**src/rtl/puf_ctrl.sv**
```systemverilog
`default_nettype none
// ============================================================================
// puf_ctrl -- sequences repeated PUF evaluations and majority-votes each bit
// Rev 1.0
// ============================================================================
module puf_ctrl #(
    parameter int LENGTH        = 8,
    parameter int RESP_BITS     = 8,
    parameter int REPEATS       = 5,
    parameter int CLEAR_CYCLES  = 4,
    parameter int SETTLE_CYCLES = 6
) (
    input  logic                           clk,
    input  logic                           reset,
    input  logic                           start,
    input  logic                           abort,
    input  logic [LENGTH-1:0]              challenge,
    output logic [LENGTH-1:0]              puf_challenge,
    output logic                           puf_run,
    input  logic                           puf_result,
    output logic                           busy,
    output logic                           done,
    output logic [RESP_BITS-1:0]           response,
    output logic [$clog2(RESP_BITS+1)-1:0] unstable_count
);

    localparam int MAX_CYC = (CLEAR_CYCLES > SETTLE_CYCLES) ? CLEAR_CYCLES : SETTLE_CYCLES;
    localparam int CW      = (MAX_CYC > 1) ? $clog2(MAX_CYC) : 1;
    localparam int BW      = (RESP_BITS > 1) ? $clog2(RESP_BITS) : 1;
    localparam int RW      = (REPEATS > 1) ? $clog2(REPEATS) : 1;
    localparam int OW      = $clog2(REPEATS + 1);
    localparam int UW      = $clog2(RESP_BITS + 1);

    localparam logic [CW-1:0] CLEAR_LAST  = CW'(CLEAR_CYCLES - 1);
    localparam logic [CW-1:0] SETTLE_LAST = CW'(SETTLE_CYCLES - 1);
    localparam logic [RW-1:0] REP_LAST    = RW'(REPEATS - 1);
    localparam logic [BW-1:0] BIT_LAST    = BW'(RESP_BITS - 1);
    localparam logic [OW-1:0] ONES_ALL    = OW'(REPEATS);
    localparam logic [OW-1:0] ONES_HALF   = OW'(REPEATS / 2);

    typedef enum logic [2:0] {
        IDLE   = 3'd0,
        CLEAR  = 3'd1,
        RUN    = 3'd2,
        SAMPLE = 3'd3,
        DECIDE = 3'd4,
        DONE   = 3'd5
    } state_t;

    state_t          state;
    state_t          next_state;
    logic [LENGTH-1:0] base;
    logic [BW-1:0]   bit_idx;
    logic [RW-1:0]   rep_idx;
    logic [CW-1:0]   cyc_cnt;
    logic [OW-1:0]   ones;
    logic [UW-1:0]   unstable;

    always_comb begin
        next_state    = state;
        busy          = (state != IDLE) && (state != DONE);
        done          = (state == DONE);
        puf_challenge = base + LENGTH'(bit_idx);
        unstable_count = unstable;
        case (state)
            IDLE:    if (start) next_state = CLEAR;
            CLEAR:   if (cyc_cnt == CLEAR_LAST) next_state = RUN;
            RUN:     if (cyc_cnt == SETTLE_LAST) next_state = SAMPLE;
            SAMPLE:  next_state = (rep_idx == REP_LAST) ? DECIDE : CLEAR;
            DECIDE:  next_state = (bit_idx == BIT_LAST) ? DONE : CLEAR;
            DONE:    next_state = IDLE;
            default: next_state = IDLE;
        endcase
        // abort wins over start and every other transition
        if (abort) next_state = IDLE;
    end

    always_ff @(posedge clk) begin
        if (reset) begin
            state    <= IDLE;
            puf_run  <= 1'b0;
            base     <= '0;
            bit_idx  <= '0;
            rep_idx  <= '0;
            cyc_cnt  <= '0;
            ones     <= '0;
            response <= '0;
            unstable <= '0;
        end else begin
            state   <= next_state;
            puf_run <= (next_state == RUN) || (next_state == SAMPLE);
            if (abort) begin
                rep_idx <= '0;
                cyc_cnt <= '0;
                ones    <= '0;
            end else begin
                case (state)
                    IDLE: begin
                        if (start) begin
                            base     <= challenge;
                            response <= '0;
                            unstable <= '0;
                            bit_idx  <= '0;
                            rep_idx  <= '0;
                            cyc_cnt  <= '0;
                            ones     <= '0;
                        end
                    end
                    CLEAR:  cyc_cnt <= (cyc_cnt == CLEAR_LAST) ? '0 : cyc_cnt + 1'b1;
                    RUN:    cyc_cnt <= (cyc_cnt == SETTLE_LAST) ? '0 : cyc_cnt + 1'b1;
                    SAMPLE: begin
                        ones <= ones + OW'(puf_result);
                        if (rep_idx != REP_LAST) rep_idx <= rep_idx + 1'b1;
                    end
                    DECIDE: begin
                        response[bit_idx] <= (ones > ONES_HALF);
                        if ((ones != '0) && (ones != ONES_ALL)) unstable <= unstable + 1'b1;
                        ones    <= '0;
                        rep_idx <= '0;
                        // bit index parks on the last bit rather than wrapping
                        if (bit_idx != BIT_LAST) bit_idx <= bit_idx + 1'b1;
                    end
                    default: ;
                endcase
            end
        end
    end

endmodule
`default_nettype wire

```
**config.mk**
```make
export PLATFORM = sky130hd
export DESIGN_NAME = puf_ctrl
export DESIGN_NICKNAME = d
export VERILOG_FILES = /design/src/rtl/puf_ctrl.sv
export SDC_FILE = /design/constraint.sdc
export NUM_CORES = 1
export LEC_CHECK = 0
export CORE_MARGIN = 1
export CORE_UTILIZATION = 55
export CTS_CLUSTER_DIAMETER = 200
export CTS_CLUSTER_SIZE = 30
export DETAILED_ROUTE_END_ITERATION = 7
export GPL_TIMING_DRIVEN = 0
export PLACE_DENSITY = 0.83
export SLEW_MARGIN = 20
export SYNTH_ARGS = -nofsm -noshare
export SYNTH_HDL_FRONTEND = slang
export SYNTH_SLANG_ARGS = --single-unit
```
**constraint.sdc**
```tcl
create_clock -name clk -period 3.1 [get_ports clk]
set_input_delay 0.62 -clock clk [delete_from_list [all_inputs] [get_ports clk]]
set_output_delay 0.62 -clock clk [all_outputs]
set_load 0.005 [all_outputs]
```
# ---- Word level (Yosys, flattened, before mapping)
# Cells that the tools add are included.
dict set report totals {
  reg_bits 36
  wordCells 80
}
dict set report classes {
  add_sub_neg 6
  n_lt_le_gt_ge 3
  eq_ne 19
  mux 24
  bitwise 1
  reduce_logical 18
}
# cell n
set ops {}
lappend ops {{3-bit 2-to-1 mux} 11}
lappend ops {{3-bit case mux with 3 select lines} 3}
lappend ops {{8-bit case mux with 2 select lines} 1}
lappend ops {{3-bit by 2-bit == test with 1-bit output, second input constant} 5}
lappend ops {{3-bit == test, second input constant} 5}
lappend ops {{3-bit case mux with 5 select lines} 1}
lappend ops {{3-bit != test, second input constant} 4}
lappend ops {{3-bit nonzero test} 4}
lappend ops {{3-bit by 1-bit adder with 3-bit output, second input constant} 3}
lappend ops {{3-bit AND reduction} 3}
lappend ops {{8-bit by 3-bit adder with 8-bit output} 1}
lappend ops {{8-bit bitwise mux} 1}
lappend ops {{4-bit 2-to-1 mux} 2}
lappend ops {{8-bit 2-to-1 mux} 1}
lappend ops {{2-bit != test, second input constant} 4}
lappend ops {{4-bit case mux with 2 select lines} 1}
lappend ops {{4-bit AND reduction} 2}
lappend ops {{3-bit case mux with 2 select lines} 1}
lappend ops {{4-bit by 1-bit adder with 4-bit output, second input constant} 1}
lappend ops {{3-bit by 4-bit less-than comparator with 1-bit output, second input constant} 1}
lappend ops {{2-bit AND reduction} 2}
lappend ops {{3-bit by 1-bit adder with 3-bit output} 1}
lappend ops {{1-bit demux with 3-bit select} 1}
lappend ops {{3-bit by 1-bit == test with 1-bit output, second input constant} 1}
lappend ops {{other kinds (9)} 11}

# ---- Logic depth before layout (Yosys ltp)
# Gate-level depths: netlist (run 1).
dict set report depth {
  ltp_word 6
  depth_mapped 6
  depth_no_buf 6
}

# ---- Worst setup path after synthesis (run 1)
# OpenSTA, ideal clock, no wires.
dict set report synth_timing {
  path_kind {register to output}
  start {register bit_idx[1]}
  end {output port puf_challenge[6]}
  arrival_time_ns 1.576
  slack_ns 0.904
  stages_incl_launch_ff 7
  path_buffers 1
  path_cell_list {dfxtp_1 > clkbuf_1 > inv_1 > fa_1 > nor2b_1 > o2111ai_1 > xnor2_1}
}
dict set report synth_via {
  elab_chain_len 1
}
# item line_no
set synth_lines {}
lappend synth_lines {{start, declared} 53} ;# logic [BW-1:0] bit_idx;
lappend synth_lines {{start signal, assigned} 121} ;# if (bit_idx != BIT_LAST) bit_idx <= bit_idx + 1'b1;
lappend synth_lines {{8-bit by 3-bit adder with 8-bit output} 63} ;# puf_challenge = base + LENGTH'(bit_idx);
lappend synth_lines {{end, declared} 18} ;# output logic [LENGTH-1:0] puf_challenge,
# Every way passes these cells.

# ---- Worst setup path in the final report (run 1)
dict set report layout_timing {
  start {register bit_idx[1]}
  end {output port puf_challenge[4]}
}
# The elaborated chain is that of the path after synthesis.

==> key figures, run 1 <==
Setup path
  – CP max stage delay: 530 ps
  – CP max stage cell: clkdlybuf4s50_1
  – FF-to-FF setup slack: 1440 ps
  – Crit path arrival time: 2350 ps
  – Crit path capture type: output port
  – Critical-path cell list: inv_1 > fa_1 > nor2b_1 > o21ai_0 > xnor2_1 > clkdlybuf4s50_1
  – Critical path fanouts, max: 10
  – WP data required: 2480 ps
  – Critical Setup Path Class: flip-flop to output port
  – Worst Setup Start Kind: flip-flop
  – Buf+Inv Stages, Crit Path: 2
  – CP top delay family: buffers and inverters

Power
  – Fraction of power consumed by combinational cells: 9.5%
  – Flop pwr share: 52.2%
  – Switching component of the power: 0.214 mW
  – Switch share: 23.5%
  – Int Power: 0.695 mW
  – Tot Pwr: 0.908 mW
  – Power per Cell Area: 355 mW/mm^2
  – Leak pwr: 0.979 nW
  – Clk pwr share: 38.2%
  – Max VDD drop: 0.364 mV

Floorplanning
  – Std cell rows: 21
  – Core area: 0.00347 sq mm
  – Chip height: 63.4 microns
  – Initial cell density of the core: 59.7%
  – Die ar.: 0.00402 sq mm
  – I/O pin total: 36
  – Die width: 63.4 microns

Timing
  – Endpoints failing setup: 0
  – RSZ-0062 raised after global routing: no
  – Setup tns final: 0 ps
  – Clock skew: 5.18 ps
  – Final Critical Period: 2970 ps
  – Final hold vios: 0
  – Least-Margin Pin Slew: 567 ps
  – Fmax: 0.336 GHz
  – Tcrit/Tclk final: 95.9%
  – Slew Limit Fails: 0
  – Post-route setup slack: 127 ps
  – Slew headroom: 62.2%

Detailed routing
  – Vias per std cell: 5.41
  – Vias: 1776
  – Final ANT Viol Nets: 0
  – # DRC: 0
  – 1st-iter DRT viols: 134
  – Avg WL per Cell: 12.7 microns
  – Drt total wl: 4170 microns
  – DR pass1 iterations: 5

Placed design
  – PortBufs: 34
  – Pre-CTS WS: 188 ps
  – Post-DP HPWL: 3070 microns
  – Routability Congestion: 0.852

Yosys
  – Register area share after synthesis: 34.8%
  – Synth Net Count: 270
  – Syn Area/Cell: 8.60 sq um
  – Synth Instances: 241
  – Synth top cells by count: dfxtp_1, nor2_1, nand2_1, a21oi_1, ha_1
  – Most common cell in the synthesized netlist: dfxtp_1
  – Post-synth ARST share: 0%
  – Yosys warning count: 0
  – Post-synth EDFFs: 0
  – Share of the synthesized area in the top cell type: 34.8%
  – Dominant cells by area after synthesis: dfxtp_1, ha_1, mux2i_1, nor2_1, a21oi_1
  – Synthesized area: 0.00207 sq mm
  – Netlist cell types: 52
  – Dominant cell type by area after synthesis: dfxtp_1
  – #FFs+latches synth: 36
  – Primary FF master, synth: dfxtp_1

Global routing
  – GRT Overall Usage: 22.8%
  – Initial antenna violation count: 0
  – Largest net degree at the start of global routing: 11
  – First-pass GRT wire length: 7130 microns
  – Number of global-route vias before repair: 1586
  – Total grt overflow: 0

Flow run
  – Max-cap viol count: 0

Hold path
  – Hold Path Class: flip-flop to flip-flop

Finish
  – # nets final: 310
  – Area Overhead vs Synth: 23.4%
  – Fraction of layout cells with a size suffix above 1: 8.16%
  – Diode count: 0

Clock network
  – Post-CTS Setup Bufs: 0
  – Total CTS buffers: 5
  – CTS tree: yes
  – Hold-fix buffers at CTS: 0
  – H-Tree Depth: 2
  – Cts repair resizes: 1
  – Longest Clk Path Bufs: 2
  – Clock Latency Late Sink: 300 ps
  – Clock net sink count: 36
  – Root buffer cell: clkbuf_8
  – Clock slew at reported path FFs: 70 ps

Outcome
  – Status: finished, final reports clean
-- tightest hold or removal path, delay by kind of cell, from the launching register on --
| family | cells | cell delay [ps] |
|---|---|---|
| buffers and inverters | 1 | 40 |
| AOI/OAI and AO/OA | 1 | 70 |
| DFF | 1 | 310 |
-- flip-flops by register name (all words and copies together), names as in the netlist --
| name | cells |
|---|---|
| rep_idx | 3 |
| response | 8 |
| base | 8 |
| unstable_count | 4 |
| ones | 3 |
| bit_idx | 3 |
| puf_run | 1 |
| state | 3 |
| cyc_cnt | 3 |
-- placed cells by master (no fill, tap or decap), types with 7 or more instances in the layout --
cell	count
o21ai_0	8
ha_1	15
nand2_1	19
nor2_1	21
inv_1	14
clkbuf_1	11
mux2i_1	10
a21oi_1	15
nand2b_1	7
clkdlybuf4s50_1	34
dfxtp_1	35
-- through the flow --
step                      cells  area (sq um)  util (%)  hold WS [ps]
after floorplan             241          2070         -           455
after global placement      321          2470      71.2           461
after detailed placement    321          2470      71.2           464
after CTS                   328          2560      73.7           474
after global routing        328          2560      73.7           498
final                       328          2560      73.7           476
-- kinds of logic after synthesis --
logic type	count (synthesis)	share of synthesized area, %
and+or+nand+nor	81	21.7
DFF	36	34.8
muxes	10	4.83
AOI/OAI and AO/OA	59	18.6
buffers and inverters	29	5.80
adders and majority gates	16	10.0
xor gates and xnor gates	10	4.23
-- final timing paths --
path / startpoint / to / cells past startpoint
hold / removal: response[6] / response[6] / 2
setup reg to reg: state[1] / unstable_count[1] / 5
setup / recovery: bit_idx[1] / puf_challenge[4] / 6
hold reg to reg: response[6] / response[6] / 2
-- power by group through the flow --
stage	Combinational [mW]	Sequential (mW)	Clock (mW)
6_report	0.0867	0.475	0.347
4_1_cts	0.0872	0.475	0.353
3_3_place_gp	0.0857	0.485	0
2_1_floorplan	0.0506	0.484	0
3_5_place_dp	0.0867	0.485	0
5_1_grt	0.0960	0.475	0.374
-- final cells by class --
class / count / area [sq um]
sequential: 36 / 722
clock buffer: 8 / 90.1
timing repair buffer: 34 / 340
inverter: 14 / 52.6
multi-input combinational: 176 / 1230
tap: 46 / 57.6
fill: 281 / 911
buffer: 14 / 63.8
-- routing by layer --
| layer | track usage (%) | wire (microns) |
|---|---|---|
| met5 | 0 | 0 |
| met4 | 12.2 | 61 |
| met3 | 5.43 | 201 |
| met2 | 33.4 | 1880 |
| met1 | 30.4 | 2030 |
No activity file was read; power rests on OpenSTA's default activity.
==> inputs of run 2 (changes only) <==
Settings changed: CORE_UTILIZATION 55 to 57, PLACE_DENSITY 0.83 to 0.85.
==> key figures, run 2 (synthesis results as in run 1) <==
Timing
  – Fmax: 0.346 GHz
  – RSZ-0062 raised after global routing: no
  – Slew Limit Fails: 0
  – Setup tns final: 0 ps
  – Slew headroom: 63.6%
  – Least-Margin Pin Slew: 546 ps
  – Clock skew: 14.2 ps
  – Final Critical Period: 2890 ps
  – Final hold vios: 0
  – Tcrit/Tclk final: 93.3%
  – Endpoints failing setup: 0

Clock network
  – Post-CTS Setup Bufs: 0
  – Clock net sink count: 36
  – H-Tree Depth: 2
  – Root buffer cell: clkbuf_4
  – Longest Clk Path Bufs: 2
  – Clock Latency Late Sink: 360 ps
  – Total CTS buffers: 5
  – Clock slew at reported path FFs: 110 ps
  – CTS tree: yes
  – Hold-fix buffers at CTS: 0

Global routing
  – Met1 Use GR: 29.9%
  – Initial antenna violation count: 0
  – Most used routing layer: met2
  – Total grt overflow: 0
  – Met2 usage: 40.0%
  – Number of global-route vias before repair: 1661
  – First-pass GRT wire length: 7370 microns
  – GRT Overall Usage: 24.1%
  – Met3 Track Usage GR: 6.99%
  – Largest net degree at the start of global routing: 12

Setup path
  – Crit path arrival time: 2270 ps
  – Buf+Inv Stages, Crit Path: 2
  – WP data required: 2480 ps
  – Critical Setup Path Class: flip-flop to output port
  – CP max stage cell: clkdlybuf4s50_1
  – CP top delay family: buffers and inverters
  – Crit path capture type: output port
  – CP max stage delay: 510 ps
  – Critical-path cell list: inv_1 > fa_2 > nor2b_2 > o2111ai_1 > xnor2_1 > clkdlybuf4s50_1
  – Worst Setup Start Kind: flip-flop
  – Critical path fanouts, max: 10

Floorplanning
  – Die width: 62.3 microns
  – Std cell rows: 21
  – Initial cell density of the core: 60.7%
  – Die ar.: 0.00388 sq mm
  – I/O pin total: 36
  – Core area: 0.00342 sq mm
  – Chip height: 62.3 microns

Power
  – Power per Cell Area: 328 mW/mm^2
  – Leak pwr: 0.974 nW
  – Max VDD drop: 0.257 mV

Finish
  – # fillers: 263
  – Multi-input gate area in the final layout: 0.00124 sq mm
  – Diode count: 0
  – # nets final: 310
  – Area Overhead vs Synth: 22.5%
  – Commonest non-fill, non-tap cell in the layout: clkdlybuf4s50_1
  – Fraction of layout cells with a size suffix above 1: 10.3%
  – Filler-free cell count of the finished design: 328
  – Register Area: 727 sq um
  – Most frequent cells in the layout: clkdlybuf4s50_1, dfxtp_1, nor2_1, nand2_1

Detailed routing
  – Drt total wl: 4360 microns
  – # DRC: 0
  – Avg WL per Cell: 13.3 microns
  – 1st-iter DRT viols: 127
  – Vias: 1824
  – Final ANT Viol Nets: 0
  – DR pass1 iterations: 4
  – Vias per std cell: 5.56

Flow run
  – Max-cap viol count: 0

Placed design
  – PortBufs: 34
  – Placed Instances: 321
  – Routability Congestion: 0.842
  – Post-DP HPWL: 3210 microns

Hold path
  – Hold Path Class: flip-flop to flip-flop

Outcome
  – Status: finished, final reports clean
## run 2: changes by cell type in the layout (fill, tap and decap cells not counted), sizes merged
cell | before | now
clkinv | 0 | 2
clkbuf | 17 | 15
## run 2: cell type report
cell class	count	area share (%)
inverters	14	2.07
well taps	46	2.27
multi-input cells	176	48.7
clock buffers	6	2.02
repair buffers	34	13.4
clock inverters	2	0.394
plain buffers	14	2.51
flip-flops and latches	36	28.6
## run 2: worst paths after layout
| kind | start | to | slack, ps | cells past startpoint |
|---|---|---|---|---|
| min | response[1] | response[1] | 490 | 2 |
| max reg2reg | state[1] | bit_idx[0] | 1440 | 6 |
| max | bit_idx[1] | puf_challenge[6] | 210 | 6 |
| min reg2reg | response[1] | response[1] | 490 | 2 |
## run 2: repair_timing
| action | CTS | global route |
|---|---|---|
| pin swaps | 0 | 0 |
| resized for setup | 1 | 6 |
| endpoints found under the setup margin | 2 | 2 |
| endpoints found under the hold margin | 0 | 0 |
## run 2: worst reg2reg max path, stage by stage, from the launching register on
cell,delay (ps)
dfxtp_1,310
buf_2,160
or3b_1,360
clkbuf_1,180
nor4_2,300
mux2i_1,150
nor2_1,120
## run 2: layer usage
layer  up-vias  wire length (microns)
li1        930                      -
met1       836                   1980
met2        52                   2100
met3         6                    237
met4         0                     44
met5         -                      0
## run 2: through the flow
stage | instance area (sq um) | total power, mW | worst slack, ps | util [%] | hold slack (ps)
CTS | 2530 | 0.839 | 77.0 | 74.0 | 493
detailed placement | 2470 | 0.572 | 201 | 72.3 | 476
finish | 2540 | 0.833 | 206 | 74.3 | 486
global route | 2540 | 0.869 | 71.7 | 74.3 | 515
global placement | 2470 | 0.570 | 209 | 72.3 | 464
floorplan | 2070 | 0.534 | 904 | - | 455
## run 2: power by group
group | switching (mW) | internal [mW]
registers | 0.00567 | 0.468
clock network | 0.164 | 0.108
logic | 0.0427 | 0.0448
==> inputs of run 3 (changes only) <==
Settings changed: CORE_UTILIZATION 57 to 47, PLACE_DENSITY 0.85 to 0.72.
==> key figures, run 3 (synthesis results as in run 1) <==
Floorplanning
  – Die ar.: 0.00468 sq mm
  – Initial cell density of the core: 50.3%
  – I/O pin total: 36
  – Std cell rows: 23
  – Chip height: 68.4 microns
  – Die width: 68.4 microns
  – Core area: 0.00412 sq mm

Detailed routing
  – Avg WL per Cell: 12.6 microns
  – Final ANT Viol Nets: 0
  – Drt total wl: 4170 microns
  – # DRC: 0
  – Vias: 1788
  – DR pass1 iterations: 4
  – Vias per std cell: 5.39
  – 1st-iter DRT viols: 81

Global routing
  – Total grt overflow: 0
  – Initial antenna violation count: 0
  – Number of global-route vias before repair: 1626
  – GRT Overall Usage: 20.6%
  – Largest net degree at the start of global routing: 12
  – First-pass GRT wire length: 7160 microns

Power
  – Max VDD drop: 0.212 mV
  – Power per Cell Area: 354 mW/mm^2
  – Switch share: 23.5%
  – Switching component of the power: 0.214 mW
  – Int Power: 0.694 mW
  – Leak pwr: 0.978 nW
  – Flop pwr share: 52.2%
  – Clk pwr share: 38.1%
  – Fraction of power consumed by combinational cells: 9.6%

Finish
  – Most frequent cells in the layout: dfxtp_1, clkdlybuf4s50_1, nor2_1, nand2_1
  – Commonest non-fill, non-tap cell in the layout: dfxtp_1
  – Post-route cell area: 0.00257 sq mm
  – Fraction of layout cells with a size suffix above 1: 8.51%
  – Area Overhead vs Synth: 23.9%
  – Diode count: 0
  – # nets final: 310
  – # fillers: 381
  – Final design utilization: 62.4%

Timing
  – Fmax: 0.344 GHz
  – RSZ-0062 raised after global routing: no
  – Tcrit/Tclk final: 93.9%
  – Setup tns final: 0 ps
  – Slew Limit Fails: 0
  – Clock skew: 11.9 ps
  – Endpoints failing setup: 0
  – Final Critical Period: 2910 ps
  – Final hold vios: 0
  – Slew headroom: 65.3%
  – Least-Margin Pin Slew: 521 ps
  – Worst hold slack: 478 ps

Clock network
  – Root buffer cell: clkbuf_8
  – Clock slew at reported path FFs: 80 ps
  – CTS tree: yes
  – Post-CTS Setup Bufs: 0
  – H-Tree Depth: 2
  – Clock Latency Late Sink: 290 ps
  – Clock net sink count: 36
  – Total CTS buffers: 5
  – Longest Clk Path Bufs: 2

Setup path
  – Critical Setup Path Class: flip-flop to output port
  – WP data required: 2480 ps
  – Crit path capture type: output port
  – Critical path fanouts, max: 10
  – Worst Setup Start Kind: flip-flop
  – Crit path arrival time: 2290 ps

Placed design
  – Routability Congestion: 0.839
  – PortBufs: 34
  – Placed cell area: 0.00247 sq mm
  – Post-DP HPWL: 3110 microns

Hold path
  – Hold Path Class: flip-flop to flip-flop

Outcome
  – Status: finished, final reports clean

Flow run
  – Max-cap viol count: 0
run 3: cell count changes in the layout (fill, tap and decap cells not counted), sizes merged:
cell,previous run,this run
clkinvlp,0,1
clkbuf,15,16
clkinv,2,0
run 3: power by group through the flow:
stage	Clock (mW)	Combinational [mW]	Sequential, mW
2_1_floorplan	0	0.0506	0.484
3_3_place_gp	0	0.0870	0.485
3_5_place_dp	0	0.0878	0.485
4_1_cts	0.359	0.0882	0.474
5_1_grt	0.379	0.0976	0.475
6_report	0.346	0.0872	0.474
run 3: worst paths after layout:
check,slack (ps),to,from,cells past startpoint
max reg2reg,1400,rep_idx[1],state[1],6
min reg2reg,480,response[6],response[6],2
max,190,puf_challenge[6],bit_idx[1],6
min,480,response[6],response[6],2
run 3: area by class of cell:
cell class / instances / area, sq um / share of cell area, %
Buffer: 14 / 63.8 / 2.49
Clock buffer: 7 / 86.3 / 3.36
Clock inverter: 1 / 7.51 / 0.293
Inverter: 14 / 52.6 / 2.05
Multi-Input combinational cell: 176 / 1230 / 48.0
Sequential cell: 36 / 722 / 28.1
Tap cell: 50 / 62.6 / 2.44
Timing Repair Buffer: 34 / 340 / 13.3
run 3: per-stage QoR:
| step | std cells | total power [mW] | worst slack, ps |
|---|---|---|---|
| 2_1_floorplan | 241 | 0.534 | 904 |
| 3_3_place_gp | 325 | 0.572 | 214 |
| 4_1_cts | 332 | 0.921 | 31.8 |
| 5_1_grt | 332 | 0.952 | 21.2 |
| 3_5_place_dp | 325 | 0.573 | 240 |
| 6_report | 332 | 0.908 | 190 |
run 3: critical path, cell delays in order (launching register included):
cell,delay [ps]
dfxtp_2,430
inv_1,140
fa_1,450
nor2b_1,160
o2111ai_1,140
xnor2_1,170
clkdlybuf4s50_1,520
run 3: timing repair:
action | CTS | global route
cloned | 0 | 0
gates resized for setup | 0 | 1
hold buffers | 0 | 0
setup endpoints to repair | 2 | 2
run 3: per-layer routing:
metal	track usage [%]	share of wire [%]
met2	33.5	45
met5	0	0
met1	26.2	50
met4	6.25	1.5
met3	5.67	3.9
